<file path="src/rtl/multi_bank_req_ctrl_if.sv">
// Request/response and memory-command bundle for multi_bank_req_ctrl.
// slave is the controller's view; master is the requester/memory side.
interface multi_bank_req_ctrl_if #(
   parameter int ADDR_TOTAL = 10,
   parameter int WIDTH      = 8
);
   logic                  i_valid_a;
   logic                  i_valid_b;
   logic                  o_ready_a;
   logic                  o_ready_b;
   logic                  i_we_a;
   logic                  i_we_b;
   logic [ADDR_TOTAL-1:0] i_addr_a;
   logic [ADDR_TOTAL-1:0] i_addr_b;
   logic [WIDTH-1:0]      i_din_a;
   logic [WIDTH-1:0]      i_din_b;
   logic                  o_rvalid_a;
   logic                  o_rvalid_b;
   logic [WIDTH-1:0]      o_rdata_a;
   logic [WIDTH-1:0]      o_rdata_b;
   logic                  o_mem_en_a;
   logic                  o_mem_en_b;
   logic                  o_mem_we_a;
   logic                  o_mem_we_b;
   logic [WIDTH-1:0]      o_mem_din_a;
   logic [WIDTH-1:0]      o_mem_din_b;
   logic [ADDR_TOTAL-3:0] o_mem_addr_a;
   logic [ADDR_TOTAL-3:0] o_mem_addr_b;
   logic [1:0]            o_mem_bank_sel_a;
   logic [1:0]            o_mem_bank_sel_b;
   logic [WIDTH-1:0]      i_mem_dout_a;
   logic [WIDTH-1:0]      i_mem_dout_b;

   modport slave (
      input  i_valid_a, i_valid_b, i_we_a, i_we_b, i_addr_a, i_addr_b,
      input  i_din_a, i_din_b, i_mem_dout_a, i_mem_dout_b,
      output o_ready_a, o_ready_b, o_rvalid_a, o_rvalid_b, o_rdata_a, o_rdata_b,
      output o_mem_en_a, o_mem_en_b, o_mem_we_a, o_mem_we_b,
      output o_mem_din_a, o_mem_din_b, o_mem_addr_a, o_mem_addr_b,
      output o_mem_bank_sel_a, o_mem_bank_sel_b
   );

   modport master (
      output i_valid_a, i_valid_b, i_we_a, i_we_b, i_addr_a, i_addr_b,
      output i_din_a, i_din_b, i_mem_dout_a, i_mem_dout_b,
      input  o_ready_a, o_ready_b, o_rvalid_a, o_rvalid_b, o_rdata_a, o_rdata_b,
      input  o_mem_en_a, o_mem_en_b, o_mem_we_a, o_mem_we_b,
      input  o_mem_din_a, o_mem_din_b, o_mem_addr_a, o_mem_addr_b,
      input  o_mem_bank_sel_a, o_mem_bank_sel_b
   );
endinterface

</file>
<file path="src/rtl/multi_bank_req_ctrl.sv">
// Dual-port request front-end for a 4-bank memory: same-address hazard arbitration,
// registered memory commands and tagged fixed-latency read return. Optional MBRC_STATS_EN adds counters.
module multi_bank_req_ctrl #(
   parameter int ADDR_TOTAL = 10,
   parameter int WIDTH      = 8,
   parameter int NUM_BANK   = 4,
   parameter int RD_LAT     = 1
) (
   input  logic                 i_clk,
   input  logic                 i_rst,
   multi_bank_req_ctrl_if.slave bus
`ifdef MBRC_STATS_EN
   ,
   output logic [15:0]          o_hz_cnt,
   output logic [15:0]          o_rd_cnt
`endif
);
   localparam int BANK_BITS = $clog2(NUM_BANK);
   localparam int BANK_AW   = ADDR_TOTAL - BANK_BITS;

   logic [1:0]            valid;
   logic [1:0]            we;
   logic [1:0]            ready;
   logic [1:0]            accept;
   logic [1:0]            rd_accept;
   logic [1:0]            rvalid;
   logic [1:0]            mem_en;
   logic [1:0]            mem_we;
   logic [ADDR_TOTAL-1:0] addr     [2];
   logic [WIDTH-1:0]      din      [2];
   logic [WIDTH-1:0]      mem_dout [2];
   logic [WIDTH-1:0]      mem_din  [2];
   logic [WIDTH-1:0]      rdata    [2];
   logic [BANK_AW-1:0]    mem_addr [2];
   logic [BANK_BITS-1:0]  mem_bank [2];
   logic                  hazard;
   logic                  rr_reg;
   logic                  rr_next;

   // Index 0 is port A, index 1 is port B throughout.
   assign valid       = {bus.i_valid_b, bus.i_valid_a};
   assign we          = {bus.i_we_b, bus.i_we_a};
   assign addr[0]     = bus.i_addr_a;
   assign addr[1]     = bus.i_addr_b;
   assign din[0]      = bus.i_din_a;
   assign din[1]      = bus.i_din_b;
   assign mem_dout[0] = bus.i_mem_dout_a;
   assign mem_dout[1] = bus.i_mem_dout_b;

   // Read/read to one address is harmless; anything involving a write is serialized.
   assign hazard = valid[0] && valid[1] && (addr[0] == addr[1]) && (we[0] || we[1]);

   always_comb begin
      rr_next = rr_reg;
      ready   = 2'b00;
      if (!i_rst) begin
         if (hazard) begin
            ready   = rr_reg ? 2'b10 : 2'b01;
            rr_next = ~rr_reg;
         end else begin
            ready = 2'b11;
         end
      end
   end

   always_ff @(posedge i_clk) begin
      if (i_rst) begin
         rr_reg <= 1'b0;
      end else begin
         rr_reg <= rr_next;
      end
   end

   assign accept    = valid & ready;
   assign rd_accept = accept & ~we;

   genvar gi;
   generate
      for (gi = 0; gi < 2; gi++) begin : g_port
         logic                 en_reg;
         logic                 we_reg;
         logic [BANK_AW-1:0]   addr_reg;
         logic [BANK_BITS-1:0] bank_reg;
         logic [WIDTH-1:0]     din_reg;
         logic [RD_LAT:0]      tag_reg;

         // Address/data registers hold across idle cycles; only enables drop.
         always_ff @(posedge i_clk) begin
            if (i_rst) begin
               en_reg   <= 1'b0;
               we_reg   <= 1'b0;
               addr_reg <= '0;
               bank_reg <= '0;
               din_reg  <= '0;
               tag_reg  <= '0;
            end else begin
               en_reg  <= accept[gi];
               we_reg  <= accept[gi] && we[gi];
               tag_reg <= {tag_reg[RD_LAT-1:0], rd_accept[gi]};
               if (accept[gi]) begin
                  addr_reg <= addr[gi][BANK_AW-1:0];
                  bank_reg <= addr[gi][ADDR_TOTAL-1:BANK_AW];
                  din_reg  <= din[gi];
               end
            end
         end

         // The tag reaches the last stage in the same cycle the memory presents the read word.
         assign mem_en[gi]   = en_reg;
         assign mem_we[gi]   = we_reg;
         assign mem_addr[gi] = addr_reg;
         assign mem_bank[gi] = bank_reg;
         assign mem_din[gi]  = din_reg;
         assign rvalid[gi]   = tag_reg[RD_LAT];
         assign rdata[gi]    = tag_reg[RD_LAT] ? mem_dout[gi] : '0;
      end
   endgenerate

   assign bus.o_ready_a        = ready[0];
   assign bus.o_ready_b        = ready[1];
   assign bus.o_mem_en_a       = mem_en[0];
   assign bus.o_mem_en_b       = mem_en[1];
   assign bus.o_mem_we_a       = mem_we[0];
   assign bus.o_mem_we_b       = mem_we[1];
   assign bus.o_mem_addr_a     = mem_addr[0];
   assign bus.o_mem_addr_b     = mem_addr[1];
   assign bus.o_mem_bank_sel_a = mem_bank[0];
   assign bus.o_mem_bank_sel_b = mem_bank[1];
   assign bus.o_mem_din_a      = mem_din[0];
   assign bus.o_mem_din_b      = mem_din[1];
   assign bus.o_rvalid_a       = rvalid[0];
   assign bus.o_rvalid_b       = rvalid[1];
   assign bus.o_rdata_a        = rdata[0];
   assign bus.o_rdata_b        = rdata[1];

`ifdef MBRC_STATS_EN
   logic [15:0] hz_cnt_reg;
   logic [15:0] rd_cnt_reg;
   logic [16:0] rd_sum;

   assign rd_sum = {1'b0, rd_cnt_reg} + {16'd0, rd_accept[0]} + {16'd0, rd_accept[1]};

   always_ff @(posedge i_clk) begin
      if (i_rst) begin
         hz_cnt_reg <= '0;
         rd_cnt_reg <= '0;
      end else begin
         if (hazard && (hz_cnt_reg != 16'hFFFF)) begin
            hz_cnt_reg <= hz_cnt_reg + 16'd1;
         end
         rd_cnt_reg <= rd_sum[16] ? 16'hFFFF : rd_sum[15:0];
      end
   end

   assign o_hz_cnt = hz_cnt_reg;
   assign o_rd_cnt = rd_cnt_reg;
`endif
endmodule

</file>
<file path="src/flat_wrapper.sv">
// flat-port wrapper written by rule: the top's interface ports become plain ports
module multi_bank_req_ctrl_flat 
#(
   parameter int ADDR_TOTAL = 10,
   parameter int WIDTH      = 8,
   parameter int NUM_BANK   = 4,
   parameter int RD_LAT     = 1
)
  (i_clk, i_rst, bus_i_valid_a, bus_i_valid_b, bus_i_we_a, bus_i_we_b, bus_i_addr_a, bus_i_addr_b, bus_i_din_a, bus_i_din_b, bus_i_mem_dout_a, bus_i_mem_dout_b, bus_o_ready_a, bus_o_ready_b, bus_o_rvalid_a, bus_o_rvalid_b, bus_o_rdata_a, bus_o_rdata_b, bus_o_mem_en_a, bus_o_mem_en_b, bus_o_mem_we_a, bus_o_mem_we_b, bus_o_mem_din_a, bus_o_mem_din_b, bus_o_mem_addr_a, bus_o_mem_addr_b, bus_o_mem_bank_sel_a, bus_o_mem_bank_sel_b);
  multi_bank_req_ctrl_if #(.ADDR_TOTAL(ADDR_TOTAL), .WIDTH(WIDTH)) bus_i ();
  input  logic i_clk;
  input  logic i_rst;
  input wire logic [$bits(bus_i.i_valid_a)-1:0] bus_i_valid_a;
  input wire logic [$bits(bus_i.i_valid_b)-1:0] bus_i_valid_b;
  input wire logic [$bits(bus_i.i_we_a)-1:0] bus_i_we_a;
  input wire logic [$bits(bus_i.i_we_b)-1:0] bus_i_we_b;
  input wire logic [$bits(bus_i.i_addr_a)-1:0] bus_i_addr_a;
  input wire logic [$bits(bus_i.i_addr_b)-1:0] bus_i_addr_b;
  input wire logic [$bits(bus_i.i_din_a)-1:0] bus_i_din_a;
  input wire logic [$bits(bus_i.i_din_b)-1:0] bus_i_din_b;
  input wire logic [$bits(bus_i.i_mem_dout_a)-1:0] bus_i_mem_dout_a;
  input wire logic [$bits(bus_i.i_mem_dout_b)-1:0] bus_i_mem_dout_b;
  output wire logic [$bits(bus_i.o_ready_a)-1:0] bus_o_ready_a;
  output wire logic [$bits(bus_i.o_ready_b)-1:0] bus_o_ready_b;
  output wire logic [$bits(bus_i.o_rvalid_a)-1:0] bus_o_rvalid_a;
  output wire logic [$bits(bus_i.o_rvalid_b)-1:0] bus_o_rvalid_b;
  output wire logic [$bits(bus_i.o_rdata_a)-1:0] bus_o_rdata_a;
  output wire logic [$bits(bus_i.o_rdata_b)-1:0] bus_o_rdata_b;
  output wire logic [$bits(bus_i.o_mem_en_a)-1:0] bus_o_mem_en_a;
  output wire logic [$bits(bus_i.o_mem_en_b)-1:0] bus_o_mem_en_b;
  output wire logic [$bits(bus_i.o_mem_we_a)-1:0] bus_o_mem_we_a;
  output wire logic [$bits(bus_i.o_mem_we_b)-1:0] bus_o_mem_we_b;
  output wire logic [$bits(bus_i.o_mem_din_a)-1:0] bus_o_mem_din_a;
  output wire logic [$bits(bus_i.o_mem_din_b)-1:0] bus_o_mem_din_b;
  output wire logic [$bits(bus_i.o_mem_addr_a)-1:0] bus_o_mem_addr_a;
  output wire logic [$bits(bus_i.o_mem_addr_b)-1:0] bus_o_mem_addr_b;
  output wire logic [$bits(bus_i.o_mem_bank_sel_a)-1:0] bus_o_mem_bank_sel_a;
  output wire logic [$bits(bus_i.o_mem_bank_sel_b)-1:0] bus_o_mem_bank_sel_b;
  assign bus_i.i_valid_a = bus_i_valid_a;
  assign bus_i.i_valid_b = bus_i_valid_b;
  assign bus_i.i_we_a = bus_i_we_a;
  assign bus_i.i_we_b = bus_i_we_b;
  assign bus_i.i_addr_a = bus_i_addr_a;
  assign bus_i.i_addr_b = bus_i_addr_b;
  assign bus_i.i_din_a = bus_i_din_a;
  assign bus_i.i_din_b = bus_i_din_b;
  assign bus_i.i_mem_dout_a = bus_i_mem_dout_a;
  assign bus_i.i_mem_dout_b = bus_i_mem_dout_b;
  assign bus_o_ready_a = bus_i.o_ready_a;
  assign bus_o_ready_b = bus_i.o_ready_b;
  assign bus_o_rvalid_a = bus_i.o_rvalid_a;
  assign bus_o_rvalid_b = bus_i.o_rvalid_b;
  assign bus_o_rdata_a = bus_i.o_rdata_a;
  assign bus_o_rdata_b = bus_i.o_rdata_b;
  assign bus_o_mem_en_a = bus_i.o_mem_en_a;
  assign bus_o_mem_en_b = bus_i.o_mem_en_b;
  assign bus_o_mem_we_a = bus_i.o_mem_we_a;
  assign bus_o_mem_we_b = bus_i.o_mem_we_b;
  assign bus_o_mem_din_a = bus_i.o_mem_din_a;
  assign bus_o_mem_din_b = bus_i.o_mem_din_b;
  assign bus_o_mem_addr_a = bus_i.o_mem_addr_a;
  assign bus_o_mem_addr_b = bus_i.o_mem_addr_b;
  assign bus_o_mem_bank_sel_a = bus_i.o_mem_bank_sel_a;
  assign bus_o_mem_bank_sel_b = bus_i.o_mem_bank_sel_b;
  multi_bank_req_ctrl #(.ADDR_TOTAL(ADDR_TOTAL), .WIDTH(WIDTH), .NUM_BANK(NUM_BANK), .RD_LAT(RD_LAT)) u_core (.i_clk(i_clk), .i_rst(i_rst), .bus(bus_i));
endmodule
</file>
<file path="config.mk">
export PLATFORM = sky130hd
export DESIGN_NAME = multi_bank_req_ctrl_flat
export DESIGN_NICKNAME = d
export VERILOG_FILES = /design/src/rtl/multi_bank_req_ctrl_if.sv /design/src/rtl/multi_bank_req_ctrl.sv /design/src/flat_wrapper.sv
export SDC_FILE = /design/constraint.sdc
export NUM_CORES = 1
export LEC_CHECK = 0
export CAP_MARGIN = 20
export CORE_ASPECT_RATIO = 1.2
export CORE_MARGIN = 4
export CORE_UTILIZATION = 42
export DETAILED_ROUTE_END_ITERATION = 7
export PLACE_DENSITY = 0.95
export SKIP_CTS_REPAIR_TIMING = 1
export SLEW_MARGIN = 20
export SYNTH_ARGS = -nofsm -noshare
export SYNTH_HDL_FRONTEND = slang
export SYNTH_SLANG_ARGS = --single-unit
</file>
<file path="constraint.sdc">
create_clock -name i_clk -period 4.6 [get_ports i_clk]
set_input_delay 0.92 -clock i_clk [delete_from_list [all_inputs] [get_ports i_clk]]
set_output_delay 0.92 -clock i_clk [all_outputs]
set_load 0.01 [all_outputs]
</file>
Word level (Yosys, flattened, before mapping)
Index checks and enable logic that the tools add are counted.
- bits in writable memories: 0
- logic and storage cells: 29
- memories: 0
- bits in read-only memories: 0
- output and inout bits: 60
- register bits: 45
- bits in latches: 0
- equal/unequal tests: 1
- reduce and logical (&&, ||, !) cells: 6
- $lt $le $gt $ge: 0
- $mul: 0
- shift operators: 0
- multiplexer cells: 5
- add/subtract/negate cells: 0
- bitwise gates (word level): 4
- divide/modulo/power cells: 0
- operators by type and width (operator ; number):
    8-bit 2-to-1 mux ; 2
    10-bit equality test ; 1
    2-bit 2-to-1 mux ; 3
    1-bit logical AND ; 5
    2-bit bitwise AND ; 2
    2-bit inverter ; 1
    1-bit logical OR ; 1
    1-bit inverter ; 1

Longest topological paths before layout
- depth in word-level cells: 7
- mapped depth: 6
- depth with buffers taken out: 4

Worst setup path before layout
OpenSTA, ideal clock, no wires.
- kind: input to output
- start: input port bus_i_addr_b[3]
- end: output port bus_o_ready_b
- stages on the path: 4
- arrival: 1.775 ns
- setup slack: 1.905 ns
- cell sequence: xor2_1 nor4_4 and3_1 nor2_1
- longest elaborated chain between the ends: 5
- RTL lines (item ; RTL line ; text):
    start, declared ; flat_wrapper.sv:18 ; input wire logic [$bits(bus_i.i_addr_b)-1:0] bus_i_addr_b;
    10-bit equality test ; multi_bank_req_ctrl.sv:51 ; assign hazard = valid[0] && valid[1] && (addr[0] == addr[1]) && (we[0] || we[1]);
    1-bit logical AND (2 in series) ; multi_bank_req_ctrl.sv:51 ;
    2-bit 2-to-1 mux ; multi_bank_req_ctrl.sv:57 ; if (hazard) begin
    2-bit 2-to-1 mux ; multi_bank_req_ctrl.sv:56 ; if (!i_rst) begin
    end, declared ; flat_wrapper.sv:24 ; output wire logic [$bits(bus_i.o_ready_b)-1:0] bus_o_ready_b;
No other way between the ends.

Final worst setup path
- start: input port bus_i_addr_b[6]
- end: output port bus_o_ready_b
The elaborated chain is that of the path after synthesis.

==> results list <==
- Source of the critical timing path: bus_i_addr_b[6]
* Total of warnings raised by yosys: 0
- The count of buffers added on input and output ports is 117.
- Max H-tree Level: 2
* TritonRoute pass-1 iters: 4
- Worst-Skew Late Latency: 0.29 ns
- The startpoint identified for the worst register-to-register timing path is u_core.rr_reg.
- The longest clock path from root to sink contains 2 buffers.
- Global-route usage over all layers: 17.6%
* Internal reg-to-reg setup slack: 2.86 ns
- The worst setup path is launched from an input pin.
- The worst setup path is of the input pin to output pin kind.
* Worst min path class: flip-flop to flip-flop
* Fraction of final layout cells sized beyond drive strength 1: 4.26%
- Count of unresolved DRC violations after routing: 0
- The synthesized design contains 45 register bits.
- Fill cells in the final layout number 392.
* Worst-case clock skew: 0.00346 ns
- The smallest clock period supported by the final layout is computed as 3.89 ns.
- Share of synthesized flip-flops with an asynchronous set or reset: 0%
- The initial utilization of the core area, before any placement, comes to 43.6%.
- Routed wire length: 5.53 mm
* Worst hold slack: 0.442 ns
- Detailed placement HPWL: 4.41 mm
* Capture point of the critical path: bus_o_ready_b
* Arrival time reported for the critical path endpoint: 2.97 ns
* Vias in the first global route: 1953
* First-pass GRT wire length: 8.87 mm
- Number of flops mapped to enable cells by yosys: 0
- The root buffer cell chosen for the clock tree is sky130_fd_sc_hd__clkbuf_8.
- Initial antenna violation count: 0
* Summed instance area of the synthesized netlist: 0.00216 mm^2
- Area growth, synth to finish: 59.8%
* Number of violations of the max-capacitance limit: 0
* Total leakage power: 1.37 nW
- After technology mapping, the gate count stands at 215.
- Number of cells traversed by the worst hold path: 1
* Total vias in the final route: 1869
* Fin Setup TNS: 0 ns
- Mean routed wirelength per cell: 14.2 um
* Instance count after placement with tap cells included: 382
- The final critical path takes up 84.5% of the cycle.
- Overflow after GRT: 0
- Count of pins on the block boundary: 118
* Horizontal extent of the die: 73.4 um
- Element type at the critical path end: output pin
- Die ar.: 0.00635 mm^2
- Worst Reg-to-Reg Cells: 4
* DRC marker count from the first detailed-route iteration: 56
* Required time at the worst-slack endpoint: 3.68 ns
- Measured slew at the worst slew-check pin: 0.843 ns
- Static timing analysis puts the maximum clock frequency at 257 MHz.
- Number of different library cells in the post-synthesis netlist: 19
- Reg area: 901 um^2
- After floorplanning, the core was sized to cover 0.00494 mm^2.
* Count of nets left with antenna violations after detail routing: 0
* Max transition margin: 43.8%
* Proportion of synthesized chip area in sequential cells: 41.8%
* Critical-path maximum fanout: 5
- For this run, the number of standard cells in the final layout without fillers is 389.
* Clock slew at the register clock pins of the worst setup and hold paths: 0.08 ns
- Entering global routing, the biggest net connects 42 pins.
- The number of hold violations in the final report is 0.
- Total power divided by cell area: 249 mW/mm^2
- Count of endpoints failing setup in the final report: 0
* CTS tree: yes
* Per-cell via count in the routed design: 4.80
- Number of buffers created by CTS: 5
- Ys flop type: sky130_fd_sc_hd__dfxtp_1
* Number of cell rows: 28
- In this run the critical register-to-register path is captured at u_core.bus.o_mem_addr_a[0].
- Nets in the synthesized netlist: 273
- Routability-driven placement finished with a final weighted congestion of 0.726.
* Die H: 86.5 um
- Multi-input gate area in the final layout: 0.00119 mm^2
- Pins over their slew limit: 0
- The flow ran to the end, and the final reports show no timing, DRC or antenna violations.
- # diodes: 0
- Leaving out fill and tap cells, the most frequent cell in the layout is sky130_fd_sc_hd__clkdlybuf4s50_1.
- At the end of the flow, the number of nets in the layout was 387.
* RSZ-0062 raised after global routing: no
* Worst VDD drop: 0.000175 V
* Top library cells by usage in the layout, fill and taps aside: sky130_fd_sc_hd__clkdlybuf4s50_1 (116), sky130_fd_sc_hd__nand2b_1 (72), sky130_fd_sc_hd__dfxtp_1 (45), sky130_fd_sc_hd__mux2i_1 (36), sky130_fd_sc_hd__and2_1 (17)
- Overall power consumption after layout is estimated at 0.857 mW.
- CTS Sinks: 45
- Mean post-synth cell area: 10.0 um^2
-- metal layers --
layer | GRT usage [%] | vias to the layer above | part of all wire [%]
met5 | 0 | - | 0
met4 | 5.44 | 0 | 2.0
met3 | 7.19 | 11 | 13
met2 | 31.5 | 99 | 47
met1 | 18.6 | 832 | 38
li1 | - | 927 | -
-- per-stage QoR --
stage / worst slack, ns / utilization (%) / instance area [um^2]
global route: 0.587 / 69.7 / 3440
finish: 0.711 / 69.7 / 3440
CTS: 0.721 / 69.7 / 3440
detailed placement: 0.726 / 68.0 / 3360
global placement: 0.771 / 68.0 / 3360
floorplan: 1.91 / - / 2160
-- Yosys cell counts (2+ instances only) --
cell                        n  area (um^2)
sky130_fd_sc_hd__nand2b_1  72          450
sky130_fd_sc_hd__dfxtp_1   45          901
sky130_fd_sc_hd__mux2i_1   36          360
sky130_fd_sc_hd__and2_1    17          106
sky130_fd_sc_hd__xor2_1    10         87.6
sky130_fd_sc_hd__clkbuf_1   8         30.0
sky130_fd_sc_hd__a31oi_1    4         25.0
sky130_fd_sc_hd__buf_6      4         45.0
sky130_fd_sc_hd__inv_1      3         11.3
sky130_fd_sc_hd__nor4_1     3         18.8
sky130_fd_sc_hd__and3_1     2         12.5
sky130_fd_sc_hd__nor2b_1    2         12.5
sky130_fd_sc_hd__nor3_1     2         10.0
sky130_fd_sc_hd__nor4_4     2         42.5
-- power breakdown --
part	internal, mW	switching, mW	leakage (nW)
Sequential	0.412	0.0115	0.371
Clock	0.119	0.122	0.0443
Combinational	0.119	0.0740	0.953
Total	0.650	0.207	1.37
-- how the worst min path moves through the flow --
stage	end	start
3_3_place_gp	u_core.g_port[1].tag_reg[1]	u_core.g_port[1].tag_reg[0]
2_1_floorplan	u_core.g_port[0].tag_reg[1]	u_core.g_port[0].tag_reg[0]
6_report	u_core.g_port[0].tag_reg[1]	u_core.g_port[0].tag_reg[0]
5_1_grt	u_core.g_port[1].tag_reg[1]	u_core.g_port[1].tag_reg[0]
3_5_place_dp	u_core.g_port[0].tag_reg[1]	u_core.g_port[0].tag_reg[0]
4_1_cts	u_core.g_port[0].tag_reg[1]	u_core.g_port[0].tag_reg[0]
-- kinds of logic after synthesis --
| group | synth area share (%) |
|---|---|
| multiplexers | 16.7 |
| buffers and inverters | 4.00 |
| AO/OA/AOI/OAI | 2.21 |
| flip-flops | 41.8 |
| AND/OR/NAND/NOR | 31.2 |
| XOR/XNOR | 4.06 |
-- final cells by class --
class	instances	area share, %
clock buffers	7	2.51
repair buffers	119	34.3
inverters	3	0.327
multi-input cells	155	34.5
flip-flops and latches	45	26.2
well taps	60	2.18
-- worst max-delay path, stage by stage --
cell and delay [ns]:
sky130_fd_sc_hd__clkdlybuf4s50_1 0.44, sky130_fd_sc_hd__xor2_1 0.21, sky130_fd_sc_hd__nor4_1 0.53, sky130_fd_sc_hd__and3_1 0.33, sky130_fd_sc_hd__nor2_1 0.05, sky130_fd_sc_hd__clkdlybuf4s50_1 0.49
(Power assumes the default switching activity.)
